--- config.mk ---
export PLATFORM = sky130hd
export DESIGN_NAME = alu_wb_seq
export DESIGN_NICKNAME = d
export VERILOG_FILES = /design/src/rtl/alu_wb_pkg.sv /design/src/rtl/alu_wb_alu.sv /design/src/rtl/alu_wb_seq.sv
export SDC_FILE = /design/constraint.sdc
export NUM_CORES = 1
export LEC_CHECK = 0
export ABC_CLOCK_PERIOD_IN_PS = 6800
export BUFFER_PORTS_ARGS = -buffer_cell sky130_fd_sc_hd__buf_2
export CAP_MARGIN = 5
export CELL_PAD_IN_SITES_DETAIL_PLACEMENT = 0
export CELL_PAD_IN_SITES_GLOBAL_PLACEMENT = 1
export CORE_UTILIZATION = 25
export CTS_CLUSTER_SIZE = 24
export DETAILED_ROUTE_END_ITERATION = 6
export PLACE_DENSITY = 0.48
export SLEW_MARGIN = 25
export SYNTH_ARGS = -nofsm -noshare
export SYNTH_HDL_FRONTEND = slang
export SYNTH_HIERARCHICAL = 1
export SYNTH_SLANG_ARGS = --single-unit
--- constraint.sdc ---
create_clock -name clk -period 6.8 [get_ports clk]
set_clock_uncertainty 0.1 [all_clocks]
set_input_delay 1.7 -clock clk [delete_from_list [all_inputs] [get_ports clk]]
set_output_delay 1.7 -clock clk [all_outputs]
set_load 0.02 [all_outputs]
--- src/rtl/alu_wb_pkg.sv ---
// Shared types and constants for the alu_wb_seq sequencer.
//   op_e    : 3-bit operation code (ADD..MUL)
//   state_e : sequencer FSM states
//   RA_W    : register-bank address width
package alu_wb_pkg;

    localparam int RA_W = 5;

    typedef enum logic [2:0] {
        OP_ADD = 3'd0,
        OP_SUB = 3'd1,
        OP_AND = 3'd2,
        OP_OR  = 3'd3,
        OP_XOR = 3'd4,
        OP_SLL = 3'd5,
        OP_SRL = 3'd6,
        OP_MUL = 3'd7
    } op_e;

    typedef enum logic [1:0] {
        S_IDLE = 2'd0,
        S_READ = 2'd1,
        S_EXEC = 2'd2,
        S_WB   = 2'd3
    } state_e;

endpackage

--- src/rtl/alu_wb_alu.sv ---
// Combinational ALU for the single-cycle ops (ADD..SRL).
//   op : operation code
//   a  : operand 1 (rs1)
//   b  : operand 2 (rs2); its low $clog2(W) bits are the shift amount
//   y  : result, modulo 2^W; MUL is not handled here and yields 0
module alu_wb_alu
    import alu_wb_pkg::*;
#(
    parameter int W = 16
) (
    input  op_e          op,
    input  logic [W-1:0] a,
    input  logic [W-1:0] b,
    output logic [W-1:0] y
);

    localparam int SH_W = $clog2(W);

    logic [SH_W-1:0] sh;
    assign sh = b[SH_W-1:0];

    always_comb begin
        y = '0;
        case (op)
            OP_ADD:  y = a + b;
            OP_SUB:  y = a - b;
            OP_AND:  y = a & b;
            OP_OR:   y = a | b;
            OP_XOR:  y = a ^ b;
            OP_SLL:  y = a << sh;
            OP_SRL:  y = a >> sh;
            default: y = '0;
        endcase
    end

endmodule

--- src/rtl/alu_wb_seq.sv ---
// Read / execute / write-back sequencer in front of an external register bank.
// One instruction at a time: IDLE -> READ -> EXEC -> WB -> IDLE.
//   clk, rst            : clock, synchronous active-high reset
//   instr_valid/_ready  : instruction handshake (ready only in IDLE)
//   op, rd, rs1, rs2    : instruction fields, latched on handshake
//   addr_rs1, addr_rs2  : bank read addresses; rs1_data/rs2_data come back
//                         combinationally and are captured at the end of READ
//   addr_rd, data_in, WE: bank write port, active in WB
//   done, err           : one-cycle completion pulse; err flags an illegal op
// Build option: ALU_WB_MUL_EN enables op 7 as a W-cycle shift-add multiply;
// without it op 7 completes with err=1 and no write.
module alu_wb_seq
    import alu_wb_pkg::*;
#(
    parameter int W = 16,
    parameter int N = 32
) (
    input  logic            clk,
    input  logic            rst,
    input  logic            instr_valid,
    output logic            instr_ready,
    input  logic [2:0]      op,
    input  logic [RA_W-1:0] rd,
    input  logic [RA_W-1:0] rs1,
    input  logic [RA_W-1:0] rs2,
    output logic [RA_W-1:0] addr_rs1,
    output logic [RA_W-1:0] addr_rs2,
    input  logic [W-1:0]    rs1_data,
    input  logic [W-1:0]    rs2_data,
    output logic [RA_W-1:0] addr_rd,
    output logic [W-1:0]    data_in,
    output logic            WE,
    output logic            done,
    output logic            err
);

    state_e          state, nxt;
    op_e             op_q;
    logic [RA_W-1:0] rd_q, rs1_q, rs2_q;
    logic [W-1:0]    a_q, b_q, res_q;
    logic [W-1:0]    alu_y;
    logic            exec_last;
    logic            illegal;
    logic            rd_ok;

    alu_wb_alu #(.W(W)) u_alu (
        .op (op_q),
        .a  (a_q),
        .b  (b_q),
        .y  (alu_y)
    );

`ifdef ALU_WB_MUL_EN
    localparam int CW = $clog2(W);
    logic [CW-1:0] cnt;

    // Iteration counter, cleared whenever we are not executing.
    always_ff @(posedge clk) begin
        if (rst || state != S_EXEC) cnt <= '0;
        else                        cnt <= cnt + 1'b1;
    end

    assign exec_last = (op_q != OP_MUL) || (cnt == CW'(W - 1));
    assign illegal   = 1'b0;
`else
    assign exec_last = 1'b1;
    assign illegal   = (op_q == OP_MUL);
`endif

    always_ff @(posedge clk) begin
        if (rst) state <= S_IDLE;
        else     state <= nxt;
    end

    always_comb begin
        nxt = state;
        case (state)
            S_IDLE:  if (instr_valid) nxt = S_READ;
            S_READ:  nxt = S_EXEC;
            S_EXEC:  if (exec_last) nxt = S_WB;
            S_WB:    nxt = S_IDLE;
            default: nxt = S_IDLE;
        endcase
    end

    always_ff @(posedge clk) begin
        if (rst) begin
            op_q  <= OP_ADD;
            rd_q  <= '0;
            rs1_q <= '0;
            rs2_q <= '0;
            a_q   <= '0;
            b_q   <= '0;
            res_q <= '0;
        end else begin
            case (state)
                S_IDLE: if (instr_valid) begin
                    op_q  <= op_e'(op);
                    rd_q  <= rd;
                    rs1_q <= rs1;
                    rs2_q <= rs2;
                end
                S_READ: begin
                    a_q   <= rs1_data;
                    b_q   <= rs2_data;
                    res_q <= '0;       // multiply accumulator starts from zero
                end
                S_EXEC: begin
`ifdef ALU_WB_MUL_EN
                    if (op_q == OP_MUL) begin
                        // a_q walks the multiplicand left, b_q the multiplier right.
                        if (b_q[0]) res_q <= res_q + a_q;
                        a_q <= a_q << 1;
                        b_q <= b_q >> 1;
                    end else begin
                        res_q <= alu_y;
                    end
`else
                    res_q <= alu_y;
`endif
                end
                default: ;
            endcase
        end
    end

    // Writes to r0 or to addresses beyond the bank size are dropped.
    assign rd_ok = (rd_q != '0) && ({1'b0, rd_q} < (RA_W + 1)'(N));

    // Gating with rst keeps an aborted WB from writing at the reset edge.
    assign instr_ready = (state == S_IDLE) && !rst;
    assign done        = (state == S_WB) && !rst;
    assign err         = done && illegal;
    assign WE          = done && !illegal && rd_ok;

    assign addr_rs1 = rs1_q;
    assign addr_rs2 = rs2_q;
    assign addr_rd  = rd_q;
    assign data_in  = res_q;

endmodule

==> results of run 1 <==
==> power breakdown <==
| group | switching [mW] | internal [mW] |
|---|---|---|
| registers | 0.154 | 0.483 |
| clock network | 0.194 | 0.284 |
| logic | 1.27 | 0.852 |
| total | 1.61 | 1.62 |
==> final timing paths <==
| check | cells past startpoint | slack [ns] | start | end |
|---|---|---|---|---|
| hold reg to reg | 2 | 0.36 | addr_rs2[1] | addr_rs2[1] |
| setup / recovery | 4 | 2.03 | rst | instr_ready |
| hold / removal | 2 | 0.36 | addr_rs2[1] | addr_rs2[1] |
| setup reg to reg | 12 | 2.34 | op_q[1] | data_in[14] |
==> layout make-up <==
type	instances	area, µm²
clock buffers	10	229.0
clock inverters	6	65.06
fillers	2539	16050
inverters	41	153.9
multi-input cells	576	4110
flip-flops and latches	68	1363
well taps	313	391.6
repair buffers	94	488.0
==> layer usage <==
layer	track usage (%)	vias to the layer above
met3	3.621	31
met2	29.23	174
met1	25.34	2702
met4	5.882	0
met5	0	-
li1	-	2728
==> synth_stat cells (5+ instances only) <==
cell type / instances / area [µm²]
nor2b_1: 7 / 43.79
o22ai_1: 12 / 75.07
mux2i_1: 62 / 620.6
a22oi_1: 18 / 135.1
and2_1: 5 / 31.28
nor3_1: 14 / 70.07
nand2_1: 60 / 225.2
nand2b_1: 22 / 137.6
mux4_2: 8 / 180.2
o221ai_1: 5 / 43.79
dfxtp_1: 68 / 1361
inv_1: 40 / 150.1
nand3_1: 27 / 135.1
mux2_2: 6 / 67.56
nor2_1: 81 / 304.0
xnor2_1: 20 / 175.2
buf_2: 13 / 65.06
o211ai_1: 10 / 75.07
o21ai_0: 22 / 110.1
ha_1: 53 / 663.1
a31oi_1: 9 / 56.30
a21oi_2: 10 / 87.58
buf_1: 5 / 18.77
a21oi_1: 58 / 290.3
a211oi_1: 13 / 97.59
clkbuf_1: 27 / 101.4
==> cells by family after synthesis <==
family / after synthesis
AO/OA/AOI/OAI: 188
XOR/XNOR: 25
multiplexers: 76
adder cells (fa/ha/maj): 54
AND/OR/NAND/NOR: 233
flip-flops: 68
buffers and inverters: 94
==> flip-flops by register name (all words and copies together) (netlist names) <==
signal	count
a_q	16
addr_rd	5
addr_rs1	5
addr_rs2	5
b_q	16
data_in	16
op_q	3
state	2
==> worst max-delay path: stages <==
cell and delay, ns:
buf_2 0.44, buf_4 0.53, nor2b_1 0.09, buf_2 0.18
==> through the flow <==
step / utilization (%) / worst slack, ns
3_5_place_dp: 28.43 / 2.007
5_1_grt: 29.76 / 1.909
2_1_floorplan: - / 2.354
3_3_place_gp: 28.43 / 2.032
6_report: 29.76 / 2.028
4_1_cts: 29.72 / 2.003
==> key figures, run 1 <==
Status
  • Run status: finished clean

Drt
  • Per-cell routed wire length: 19.84 µm
  • DR iter-0 viols: 302
  • Post-Route M1 WL: about 11 mm
  • DR vias: 5635
  • Antenna Violating Nets Remaining: 0
  • DRT Pass-1 Iters: 6
  • DR WL met2: 9.913 mm
  • Post-DR vias/cell: 5.086
  • Highest metal used: met4
  • DRC: 0
  • Routed WL: 21.98 mm
  • Metal3 WL: 1.041 mm

STA
  • Hold Vio Cnt, Final: 0
  • Worst-margin pin slew: about 1.2 ns
  • Fin crit share: 70.18%
  • Max Slew Vio Count: 0
  • Setup violators final: 0
  • Max Freq: 209.6 MHz
  • Hold_ws: 0.3555 ns
  • Final setup TNS: 0 ns
  • Worst slew margin: 20.25%
  • Clock period minus worst slack: ~4.8 ns
  • Unrepaired setup endpoints after global routing: false

Die
  • Io pins: 88
  • FP Rows: 55
  • Die area: between 20000 and 25000 µm²
  • Die height: 155.3 µm
  • Initial Util: about a quarter
  • Die W: 155.3 µm
  • Core area: 22850 µm²

CTS
  • Clock latency on the worst-skew pair: approximately 0.34 ns
  • H-tree lvl count: 3
  • CTS Sinks: 68
  • Clock Path Buffers: 2
  • CTS tree: yes
  • TritonCTS buffer count: 9
  • Post-CTS Setup Inserts: 0
  • Resize count post-CTS: 0
  • Clock Pin Slew Worst Setup and Hold Paths: ~0.060 ns
  • Clock root cell: clkbuf_16
  • Cts-stage hold buffer count: 0

Layout
  • Net count, final: 897
  • Share of cells above drive strength 1: about a fifth
  • Fin area: ~6800 µm²
  • Area grow syn2layout: 15.71%
  • Inserted Diodes: 0
  • Finished Layout Cells: 1108
  • Highest-count cells in the layout ignoring fill and taps: buf_2, nor2_1, dfxtp_1, mux2i_1, nand2_1
  • Commonest non-fill, non-tap cell in the layout: buf_2

Critical path
  • CP Class: primary input to output pin
  • Peak fanout along the critical path: 46
  • Startpoint type of the worst setup path: primary input
  • Setup crit end kind: output pin
  • Worst EP arrival: 2.97 ns
  • Worst path required time: 5.00 ns

Synthesis
  • Asr flop ratio synth: 0%
  • Sequential share of the synthesized area: between 20% and 30%
  • Register bit total from synthesis: 68
  • Synth Instances: roughly 740
  • Main combinational cell family by area after synthesis: compound AO/OA/AOI/OAI gates
  • EDFF count, synth: 0
  • Synth Area per Inst: 7.963 µm²
  • Synth cell types: ~60
  • Post-Synth Simple-Gate Area: 18.33%
  • Top FF cell, synth: dfxtp_1
  • Adder-cell share of the synthesized area: 11.62%
  • Synth Area in Compound Gates: 21.10%
  • Warnings from Yosys: 6
  • Post-Synth XOR/XNOR Area: 3.854%
  • Mux cell area share after synthesis: 14.78%
  • Post-Syn Nets: 845
  • Post-synthesis cell area: 5877 µm²

Power
  • Pleak: 2.655 nW
  • Pwr Total: 3.232 mW
  • VDD IR-drop max: 0.1775 mV
  • P per Cell Area: between 400 and 500 nW/µm²

GRT
  • Total grt overflow: 0
  • GRT Total Usage: 18.56%
  • Largest net degree at the start of global routing: 48
  • First-pass GRT wire length: 33.58 mm
  • Vias in the first global route: 5439
  • Antenna violations before repair: 0

Placed design
  • Placed Cells: approximately 1100
  • Dpl cell area: between 6000 and 7000 µm²
  • I/O Buffers: 87
  • Placer Congestion: 0.9169
  • DP HPWL: 16.91 mm

Hold path
  • Worst min-delay path category: flip-flop to flip-flop

Job
  • Max-cap violations: 0
No activity file was read; power rests on OpenSTA's default activity.
==> run 2: changes to the inputs <==
--- a/config.mk
+++ b/config.mk
@@ -5,7 +5,7 @@
 export SDC_FILE = /design/constraint.sdc
 export NUM_CORES = 1
 export LEC_CHECK = 0
-export ABC_CLOCK_PERIOD_IN_PS = 6800
+export ABC_CLOCK_PERIOD_IN_PS = 4410
 export BUFFER_PORTS_ARGS = -buffer_cell sky130_fd_sc_hd__buf_2
 export CAP_MARGIN = 5
 export CELL_PAD_IN_SITES_DETAIL_PLACEMENT = 0
==> constraint.sdc (replaced) <==
create_clock -name clk -period 4.41 [get_ports clk]
set_clock_uncertainty 0.1 [all_clocks]
set_input_delay 1.1025 -clock clk [delete_from_list [all_inputs] [get_ports clk]]
set_output_delay 1.1025 -clock clk [all_outputs]
set_load 0.02 [all_outputs]
==> key figures, run 2 (synthesized netlist as in run 1, its figures left out) <==
Job
  • Max-cap violations: 0 (unchanged)

Die
  • Die area: 24120 µm² (unchanged)
  • Initial Util: 25.72% (unchanged)
  • FP Rows: 55 (unchanged)
  • Die height: 155.3 µm (unchanged)
  • Die W: 155.3 µm (unchanged)
  • Core area: 22850 µm² (unchanged)
  • Io pins: 88 (unchanged)

CTS
  • Post-CTS Setup Inserts: 0 (unchanged)
  • H-tree lvl count: 3 (unchanged)
  • CTS tree: yes (unchanged)
  • Clock Pin Slew Worst Setup and Hold Paths: 0.06 ns (about the same)
  • Clock latency on the worst-skew pair: 0.35 ns (was 0.34 ns)
  • Clock Path Buffers: 2 (unchanged)
  • CTS Sinks: 68 (unchanged)
  • Resize count post-CTS: 0 (unchanged)
  • Cts-stage hold buffer count: 0 (unchanged)
  • Clock root cell: clkbuf_16 (unchanged)
  • TritonCTS buffer count: 9 (unchanged)

Hold path
  • Min-Delay Endpoint: addr_rs1[1] (was addr_rs2[1])
  • Hold Path Depth: 2 (unchanged)
  • Worst min-delay path category: flip-flop to flip-flop (unchanged)
  • HP Start: addr_rs1[1] (was addr_rs2[1])

Layout
  • Highest-count cells in the layout ignoring fill and taps: buf_2, nor2_1, dfxtp_1, mux2i_1, nand2_1 (unchanged)
  • Inserted Diodes: 0 (unchanged)
  • Share of cells above drive strength 1: 19.38% (was 18.74%)
  • Area grow syn2layout: 16.90% (was 15.71%)
  • Net count, final: 902 (was 897)
  • Commonest non-fill, non-tap cell in the layout: buf_2 (unchanged)

Power
  • Power Internal: 2.569 mW (was 1.619 mW)
  • Net Sw Frac: 49.56% (was 49.90%)
  • Pwr Total: 5.094 mW (was 3.232 mW)
  • Comb power frac: 64.8% (was 65.5%)
  • VDD IR-drop max: 0.1897 mV (was 0.1775 mV)
  • Pleak: 2.696 nW (was 2.655 nW)
  • Part of the power in registers: 19.4% (was 19.7%)
  • Switching power: 2.525 mW (was 1.613 mW)
  • P per Cell Area: 741.4 nW/µm² (was 475.3 nW/µm²)
  • Clk pwr share: 15.8% (was 14.8%)

Critical path
  • Worst path required time: 4.51 ns (was 5.00 ns)
  • Slowest cell on the critical path: fa_1 (was buf_4)
  • Worst Path Buf+Inv: 2 (was 3)
  • Worst R2R End: data_in[2] (was data_in[14])
  • Worst EP arrival: 3.76 ns (was 2.97 ns)
  • FF-to-FF path depth: 14 (was 12)
  • Startpoint type of the worst setup path: flip-flop (was primary input)
  • R2r setup slk: 0.75 ns (was 2.34 ns)
  • Slowest stage delay, CP: 0.43 ns (was 0.53 ns)
  • Setup crit end kind: flip-flop (was output pin)
  • Crit path max-delay family: compound AO/OA/AOI/OAI gates (was buffers and inverters)
  • Peak fanout along the critical path: 15 (was 46)
  • CP Class: flip-flop to flip-flop (was primary input to output pin)
  • Crit path depth: 14 (was 4)
  • Worst path cell trace: nor2_1, buf_4, and2_0, buf_4, mux2_2, fa_1, nor2b_1, nor2_1, o21ai_0, o221ai_1, a221oi_1, o21ai_0, nand3_1, a21oi_1 (was buf_2, buf_4, nor2b_1, buf_2)
  • Worst reg2reg startpoint: op_q[1] (unchanged)

Drt
  • DRT Pass-1 Iters: 5 (was 6)
  • Routed WL: 22.65 mm (was 21.98 mm)
  • DR iter-0 viols: 483 (was 302)
  • DRC: 0 (unchanged)
  • Per-cell routed wire length: 20.35 µm (was 19.84 µm)
  • Antenna Violating Nets Remaining: 0 (unchanged)
  • DR vias: 5763 (was 5635)
  • Post-DR vias/cell: 5.178 (was 5.086)

Placed design
  • I/O Buffers: 87 (unchanged)
  • Placer Congestion: 0.9377 (was 0.9169)
  • DP HPWL: 17.03 mm (was 16.91 mm)

GRT
  • Grt met3 use: 4.067% (was 3.621%)
  • Global routing's busiest layer: met2 (unchanged)
  • GRT Total Usage: 19.10% (was 18.56%)
  • Vias in the first global route: 5636 (was 5439)
  • GR Layer Usage met2: 30.28% (was 29.23%)
  • Largest net degree at the start of global routing: 47 (was 48)
  • First-pass GRT wire length: 34.38 mm (was 33.58 mm)
  • Met1 Resource Use GR: 25.50% (was 25.34%)
  • Antenna violations before repair: 0 (unchanged)
  • Total grt overflow: 0 (unchanged)

STA
  • Unrepaired setup endpoints after global routing: false (unchanged)
  • Worst slew margin: 34.22% (was 20.25%)
  • Clock period minus worst slack: 3.659 ns
  • Worst-margin pin slew: 0.9792 ns (was 1.187 ns)
  • Fin crit share: 82.97%
  • Max Freq: 273.3 MHz
  • Hold Vio Cnt, Final: 0 (unchanged)
  • Setup violators final: 0 (unchanged)
  • Final setup TNS: 0 ns (unchanged)
  • Max Slew Vio Count: 0 (unchanged)

Status
  • Run status: finished clean (unchanged)
==> run 2: how the worst max path moves through the flow <==
stage | start | to | slack, ns
after floorplan | b_q[1] | data_in[15] | 0.74
after global placement | op_q[1] | data_in[11] | 0.82
after detailed placement | op_q[1] | data_in[11] | 0.79
after CTS | op_q[1] | data_in[11] | 0.76
after global routing | b_q[4] | data_in[15] | 0.48
final | op_q[1] | data_in[2] | 0.75
==> run 2: cell type report <==
cell class | count | area (µm²)
clock buffer | 9 | 225.2
tap | 313 | 391.6
clock inverter | 7 | 98.84
inverter | 41 | 153.9
fill | 2526 | 15980
timing repair buffer | 99 | 525.5
multi-input combinational | 576 | 4113
sequential | 68 | 1363
==> run 2: power groups by stage <==
stage               clock network [mW]  registers (mW)  logic, mW
floorplan                            0           0.931       2.42
global placement                     0           0.992       3.28
detailed placement                   0           0.996       3.26
CTS                              0.833           0.983       3.28
global route                     0.855            1.01       3.63
finish                           0.807           0.987       3.30
==> run 2: metrics by stage <==
step / instances / area (µm²) / utilization [%] / hold slack, ns / setup WS [ns]
after floorplan: 738 / 5877 / - / 0.3599 / 0.7388
after global placement: 1097 / 6531 / 28.59 / 0.3404 / 0.8188
after detailed placement: 1097 / 6536 / 28.61 / 0.3443 / 0.7876
after CTS: 1113 / 6860 / 30.03 / 0.3535 / 0.7644
after global routing: 1113 / 6870 / 30.07 / 0.3807 / 0.4812
final: 1113 / 6870 / 30.07 / 0.3518 / 0.7511
==> run 2: worst register-to-register path, cell delays in order, from the launching register on <==
cell	delay [ns]
dfxtp_1	0.39
nor2_1	0.13
buf_4	0.19
and2_0	0.15
buf_4	0.22
mux2_2	0.39
fa_1	0.43
nor2b_1	0.24
nor2_1	0.06
o21ai_0	0.10
o221ai_1	0.16
a221oi_1	0.40
o21ai_0	0.31
nand3_1	0.17
a21oi_1	0.08
==> run 2: metal layers <==
| metal | wire length, µm | up-vias |
|---|---|---|
| li1 | - | 2740 |
| met4 | 543 | 0 |
| met5 | 0 | - |
| met3 | 1475 | 34 |
| met2 | 10270 | 223 |
| met1 | 10360 | 2766 |
